$ cat src/rtl/xgxs_tx_idle_sched.sv
// Single-lane XGXS transmit scheduler. It feeds the 8b/10b encoder one code
// group per cycle. Each slot goes either to a source byte or to the idle
// generator, which sends ||A|| every 16..31 idle slots and a pseudo-random
// ||K||/||R|| in the other idle slots. After reset it first sends a comma
// burst, and it marks illegal control codes as bad for the encoder.
module xgxs_tx_idle_sched #(
  parameter int unsigned SYNC_LEN  = 16,
  parameter logic [6:0]  PRBS_SEED = 7'h7F
) (
  input  logic       clk,
  input  logic       rst,
  input  logic       in_valid,
  input  logic [7:0] in_data,
  input  logic       in_k,
  input  logic       in_err,
  output logic       in_ready,
  output logic [7:0] enc_data,
  output logic       enc_k,
  output logic       enc_bad,
  output logic       a_sent,
  output logic       sync_done
);

  typedef enum logic [1:0] {
    ST_SYNC = 2'd0,
    ST_IDLE = 2'd1,
    ST_DATA = 2'd2
  } state_e;

  localparam logic [7:0] K28_5     = 8'hBC;  // ||K||
  localparam logic [7:0] K28_3     = 8'h7C;  // ||A||
  localparam logic [7:0] K28_0     = 8'h1C;  // ||R||
  localparam logic [7:0] K30_7     = 8'hFE;  // /E/
  localparam logic [7:0] SYNC_LAST = 8'(SYNC_LEN - 1);
  localparam logic [4:0] A_FIRST   = 5'd16;

  // The encoder can only encode these twelve control characters.
  function automatic logic is_legal_k(input logic [7:0] b);
    case (b)
      8'h1C, 8'h3C, 8'h5C, 8'h7C, 8'h9C, 8'hBC,
      8'hDC, 8'hFC, 8'hF7, 8'hFB, 8'hFD, 8'hFE: is_legal_k = 1'b1;
      default:                                  is_legal_k = 1'b0;
    endcase
  endfunction

  state_e     state_q, state_d;
  logic [7:0] sync_cnt_q, sync_cnt_d;
  logic [6:0] prbs_q, prbs_d;
  logic [4:0] a_cnt_q, a_cnt_d;
  logic [7:0] enc_data_q, enc_data_d;
  logic       enc_k_q, enc_k_d;
  logic       enc_bad_q, enc_bad_d;
  logic       in_ready_q, in_ready_d;
  logic       a_sent_q, a_sent_d;
  logic       sync_done_q, sync_done_d;

  // State register and all registered outputs. Reset is synchronous.
  always_ff @(posedge clk) begin
    // NOTE: sequential state uses non-blocking assignments only, so every flop samples the pre-edge values.
    if (rst) begin
      state_q     <= ST_SYNC;
      sync_cnt_q  <= '0;
      prbs_q      <= PRBS_SEED;
      a_cnt_q     <= A_FIRST;
      enc_data_q  <= K28_5;
      enc_k_q     <= 1'b1;
      enc_bad_q   <= 1'b0;
      in_ready_q  <= 1'b0;
      a_sent_q    <= 1'b0;
      sync_done_q <= 1'b0;
    end else begin
      state_q     <= state_d;
      sync_cnt_q  <= sync_cnt_d;
      prbs_q      <= prbs_d;
      a_cnt_q     <= a_cnt_d;
      enc_data_q  <= enc_data_d;
      enc_k_q     <= enc_k_d;
      enc_bad_q   <= enc_bad_d;
      in_ready_q  <= in_ready_d;
      a_sent_q    <= a_sent_d;
      sync_done_q <= sync_done_d;
    end
  end

  // Next state: leave SYNC after the comma burst, then track data vs idle slots.
  always_comb begin
    // NOTE: a default assignment on entry keeps every path assigned, so no latch is inferred.
    state_d = state_q;
    case (state_q)
      ST_SYNC: if (sync_cnt_q == SYNC_LAST) state_d = ST_IDLE;
      ST_IDLE: if (in_valid)                state_d = ST_DATA;
      ST_DATA: if (!in_valid)               state_d = ST_IDLE;
      default:                              state_d = ST_SYNC;
    endcase
  end

  // Slot content: comma burst, screened source byte, or idle code group.
  always_comb begin
    enc_data_d  = K28_5;
    enc_k_d     = 1'b1;
    enc_bad_d   = 1'b0;
    a_sent_d    = 1'b0;
    a_cnt_d     = a_cnt_q;
    sync_cnt_d  = sync_cnt_q;
    sync_done_d = sync_done_q;
    in_ready_d  = (state_d != ST_SYNC);
    // x^7 + x^6 + 1, Fibonacci form, free-running outside reset.
    prbs_d      = {prbs_q[5:0], prbs_q[6] ^ prbs_q[5]};

    case (state_q)
      ST_SYNC: begin
        sync_cnt_d = sync_cnt_q + 8'd1;
        if (sync_cnt_q == SYNC_LAST) sync_done_d = 1'b1;
      end
      ST_IDLE, ST_DATA: begin
        if (in_valid) begin
          // Data slot: a_cnt holds, so a pending ||A|| waits for the next idle slot.
          if (in_err) begin
            enc_data_d = K30_7;
          end else if (in_k && !is_legal_k(in_data)) begin
            enc_data_d = in_data;
            enc_bad_d  = 1'b1;
          end else begin
            enc_data_d = in_data;
            enc_k_d    = in_k;
          end
        end else if (a_cnt_q == 5'd0) begin
          enc_data_d = K28_3;
          a_sent_d   = 1'b1;
          a_cnt_d    = A_FIRST + {1'b0, prbs_q[3:0]};
        end else begin
          enc_data_d = prbs_q[0] ? K28_5 : K28_0;
          a_cnt_d    = a_cnt_q - 5'd1;
        end
      end
      default: ;
    endcase
  end

  assign enc_data  = enc_data_q;
  assign enc_k     = enc_k_q;
  assign enc_bad   = enc_bad_q;
  assign in_ready  = in_ready_q;
  assign a_sent    = a_sent_q;
  assign sync_done = sync_done_q;

endmodule

$ cat config.mk
export PLATFORM = sky130hd
export DESIGN_NAME = xgxs_tx_idle_sched
export DESIGN_NICKNAME = d
export VERILOG_FILES = /design/src/rtl/xgxs_tx_idle_sched.sv
export SDC_FILE = /design/constraint.sdc
export NUM_CORES = 1
export LEC_CHECK = 0
export ABC_AREA = 0
export CAP_MARGIN = 20
export CORE_UTILIZATION = 45
export DETAILED_ROUTE_END_ITERATION = 8
export DONT_BUFFER_PORTS = 1
export GPL_TIMING_DRIVEN = 0
export PLACE_DENSITY = 0.62
export SETUP_SLACK_MARGIN = 0.2
export SYNTH_ARGS = -nofsm -noshare
export SYNTH_HDL_FRONTEND = slang
export SYNTH_SLANG_ARGS = --single-unit
$ cat constraint.sdc
create_clock -name clk -period 1.5 [get_ports clk]
set_input_delay 0.225 -clock clk [delete_from_list [all_inputs] [get_ports clk]]
set_output_delay 0.225 -clock clk [all_outputs]
set_load 0.1 [all_outputs]
# Yosys cells after proc, flatten, opt, wreduce, memory -nomap -nowiden
# Cells that the tools add are included.
# classes
n_addsub	3
eq_ne	15
muxes	15
bitwise_logic	3
n_reduce_logical	13
# op_table
op	n
$eq 8x8->1 const B	8
$mux 8	4
$eq 8x7->1 const B	2
$reduce_or 12->1	1
$add 8x1->8 const B	1
$eq 8x4->1 const B	1
$eq 8x5->1 const B	1
$eq 8x6->1 const B	1
$mux 1	6
$mux 2	3
$pmux 2 s3	1
$add 5x4->5 const A	1
$logic_not 5->1	1
$mux 5	1
$reduce_or 5->1	1
$sub 5x1->5 const B	1
$reduce_and 2->1	2
$reduce_or 2->1	2
$reduce_or 4->1	1
$reduce_or 3->1	1
$eq 2x1->1 const B	1
$eq 2x2->1 const B	1
$logic_not 2->1	1
$not 1->1	2
other kinds (4)	4
# word_totals
reg_bits	35
inputBits	13
output_inout_bits	13
elab_cells	59

# Longest topological paths before layout
# logic_depth
word_depth	9
mapped_depth	6

# Least setup slack after synthesis
# Ideal clock, no wire load.
# synth_path
path_kind	register -> register
start	reg state_q[0]
end	reg a_cnt_q[4]
setup_ns	0.062
t_arrival_ns	1.495
path_slack_ns	-0.057
path_stages_with_launch	6
path_buffers	0
cell_sequence	dfxtp_1 > inv_1 > ha_1 > nand3b_1 > or4_2 > nand3_1
# synth_via
elab_chain_cells	3
# synth_rtl
item	line_no	text
from (decl)	46	state_e state_q, state_d;
from (signal assigned)	72	state_q <= state_d;
$eq 2x1->1 or $eq 2x2->1 (tied branches)	110	case (state_q)
$reduce_or 2->1 (*)	110	
$reduce_and 2->1 (no source line) (*)	n/a	
to (signal assigned)	75	a_cnt_q <= a_cnt_d;
to (decl)	49	logic [4:0] a_cnt_q, a_cnt_d;
# Mark *: on every way between the ends. The rest lies on a longest branch, timed or not.
# A chain may end at the register's enable or synchronous reset.

# Final worst setup path
# layout_path
start	reg a_cnt_q[0]
end	reg a_cnt_q[3]
# layout_via
elab_chain_cells	2
# layout_rtl
item	line_no	text
$sub 5x1->5 or $logic_not 5->1 (tied branches)	133, 127	
$mux 5 (*)	127	end else if (a_cnt_q == 5'd0) begin
# Marks and branches as above.

==> impl_results.md <==
* Run status: completed
* First drt pass iteration count at 4
* Total CTS buffers at 5
* Leading cell type in the layout, fill and taps excluded: sky130_fd_sc_hd__dfxtp_2
* Count of non-filler cells in the finished layout at 225
* Layout area overhead at 40.5%
* Full die area at 0.00344 mm2
* Initial core utilization at 47.3%
* Timing-limited maximum frequency at 680 MHz
* Residual DRC at 0
* FF+latch count, synth at 35
* Final-layout worst hold slack at 0.0210 ns
* Endpoint kind of the worst setup timing path: flip-flop
* Syn nets at 170
* Global-route usage over all layers at 20.8%
* Net Switching at 334 uW
* Worst min-delay path category: primary input to flip-flop
* First-pass GRT wire length at 5270 um
* Ys Warns at 0
* TritonCTS clock tree: done
* Post-Synthesis Cell Area at 0.00144 mm2
* Share of layout cells above drive strength 1 at 47.5%
* Number of pins exceeding their max-slew limit in the final report at 0
* Detailed Route Iter0 Violations at 25
* Setup repair after global routing missed its margin: true
* Number of setup violations in the final report at 0
* Dominant register cell in the synthesized netlist: sky130_fd_sc_hd__dfxtp_1
* Max-cap viol count at 0
* Worst-path fanout max at 4
* Placed wire-length estimate at 1950 um
* Cell Int Power at 1250 uW
* Commonest non-fill, non-tap cells in the layout: 17 x sky130_fd_sc_hd__dfxtp_2, 16 x sky130_fd_sc_hd__dfxtp_1, 10 x sky130_fd_sc_hd__nand2_1, 10 x sky130_fd_sc_hd__buf_6
* Number of hold-slack violations in the final timing report at 0
* Power density of the placed cells at 782 mW/mm2
* Sequential element share of the synthesized area at 48.6%
* Placeable core region at 0.00305 mm2
* Crit path launch type: flip-flop
* Async S/R FF share, synth at 0%
* Number of antenna violations at the first check in global routing at 0
* DRT Wirelength at 3180 um
* Final period util at 98.1%
* Placed cells at 195
* Maximum clock path buffer count at 2
* Summed negative setup slack over all endpoints at 0 ns
* Post-layout nets at 199
* Slew at the pin with the worst max-slew slack at 0.520 ns
* I/O pin count at 26
* Flop pwr share at 60.1%
* Mean instance size in the synthesized netlist at 9.55 um2
* Critical path data required time at 1.72 ns
* Class of the most critical setup path: flip-flop to flip-flop
* Average wire per cell in the routed design at 14.1 um
* Gpl congestion at 0.749
* Max-slew headroom at the worst pin at 65.3%
* Worst Skew at 0.00877 ns
* Via count at 1181
* Cell area after layout at 0.00203 mm2
* Input/output buffers at 0
* Clock latency on the worst-skew pair at 0.33 ns
* Detail-routed via count per cell at 5.25
* Count of different cell masters after synthesis at 43
* Overall die width at 58.6 um
* Post-route minimum period at 1.47 ns
* Worst VDD drop at 0.550 mV
* Post-Place Setup Slack at 0.0447 ns
* Combinational group share of total power at 4.1%
* Post-place instance area at 0.00156 mm2
* Switching share of power at 21.1%
* H-tree level count at 2
* Die Ht at 58.6 um
* Clock edge transition at the registers on the reported setup and hold paths at 0.10 ns
* Maximum number of pins on one net before global-route repair at 11
* Clock Power Share at 35.8%
* Via count of the first global-routing pass at 1208
* Number of instances in the synthesized netlist at 151
* Total number of placement rows at 20
* Root Buffer Master: sky130_fd_sc_hd__clkbuf_4
* Static leakage at 0.000769 uW
* Number of sinks driven by the clock tree at 35
* EDFF count, synth at 0
* Diode insertion count for antenna repair at 0
* Aggregate global routing overflow at 0
* Least setup slack across all paths after layout at 0.0286 ns
* Worst EP arrival at 1.69 ns
* Antenna Nets Post-Route at 0
power by group through the flow:
stage | Combinational (uW) | Sequential (uW) | Clock [uW]
finish | 65.5 | 952 | 567
global route | 73.3 | 955 | 639
CTS | 65.3 | 952 | 590
detailed placement | 49.6 | 976 | 0
global placement | 49.0 | 976 | 0
floorplan | 41.8 | 974 | 0
critical path, stage by stage (launching register included):
cell and delay [ns]:
sky130_fd_sc_hd__dfxtp_4 0.36, sky130_fd_sc_hd__inv_2 0.05, sky130_fd_sc_hd__ha_4 0.13, sky130_fd_sc_hd__or4b_4 0.46, sky130_fd_sc_hd__buf_6 0.15, sky130_fd_sc_hd__mux2i_1 0.14, sky130_fd_sc_hd__o21ai_1 0.08
cell usage after synthesis (3+ instances only):
| cell | number | share of area [%] |
|---|---|---|
| sky130_fd_sc_hd__or3_1 | 3 | 1.3 |
| sky130_fd_sc_hd__nand2b_1 | 5 | 2.2 |
| sky130_fd_sc_hd__or2_2 | 7 | 3.0 |
| sky130_fd_sc_hd__dfxtp_1 | 35 | 49 |
| sky130_fd_sc_hd__inv_1 | 11 | 2.9 |
| sky130_fd_sc_hd__o21ai_0 | 4 | 1.4 |
| sky130_fd_sc_hd__nor2_1 | 9 | 2.3 |
| sky130_fd_sc_hd__nand2_1 | 10 | 2.6 |
| sky130_fd_sc_hd__ha_1 | 6 | 5.2 |
| sky130_fd_sc_hd__a21oi_1 | 12 | 4.2 |
| sky130_fd_sc_hd__nor3_1 | 3 | 1.0 |
| sky130_fd_sc_hd__xnor2_1 | 4 | 2.4 |
| sky130_fd_sc_hd__mux2i_1 | 3 | 2.1 |
timing repair:
| action | in CTS | in global routing |
|---|---|---|
| gates cloned | 0 | 0 |
| resized for setup | 42 | 15 |
| hold buffers | 5 | 0 |
| endpoints found under the hold margin | 5 | 0 |
| setup endpoints to repair | 33 | 16 |
| pin swaps | 15 | 10 |
| buffers inserted | 12 | 5 |
flip-flops by register name, summed over array words and instances (netlist names):
name        flops
a_cnt_q         5
state_q         2
enc_k           1
sync_done       1
enc_bad         1
a_sent          1
in_ready        1
prbs_q          7
enc_data        8
sync_cnt_q      8
kinds of logic (layout without fill, tap and decap cells):
group	count (synthesis)	count (layout)	share of synthesized area [%]
compound gates	29	29	12.5
xor+xnor	6	6	3.64
fa+ha+maj	6	6	5.20
buf+inv	15	45	4.25
flops	35	35	48.6
mux	3	3	2.08
simple gates	57	57	23.8
area by class of cell:
cell class	count	area [um2]
Sequential cell	35	729
Clock buffer	8	68.8
Buffer	4	30.0
Multi-Input combinational cell	101	892
Inverter	11	43.8
Tap cell	44	55.1
Fill cell	248	1030
Timing Repair Buffer	22	208
worst paths after layout:
| check | startpoint | end | slack, ns | cells past startpoint |
|---|---|---|---|---|
| max | a_cnt_q[0] | a_cnt_q[3] | 0.03 | 6 |
| min | in_data[7] | enc_data[7] | 0.02 | 2 |
| max reg2reg | a_cnt_q[0] | a_cnt_q[3] | 0.03 | 6 |
| min reg2reg | prbs_q[4] | prbs_q[5] | 0.43 | 1 |
per-layer routing:
metal  vias up  part of all wire [%]  GRT usage, %
met4         0                   2.1          13.3
met1       567                    43          22.4
met3         6                   4.0          6.15
li1        586                     -             -
met2        22                    51          35.5
met5         -                     0             0
metrics by stage:
stage	total power [uW]	util, %
2_1_floorplan	1020	-
3_3_place_gp	1030	51.2
3_5_place_dp	1030	51.2
4_1_cts	1610	62.9
5_1_grt	1670	66.4
6_report	1580	66.4
No activity file was read; power rests on OpenSTA's default activity.
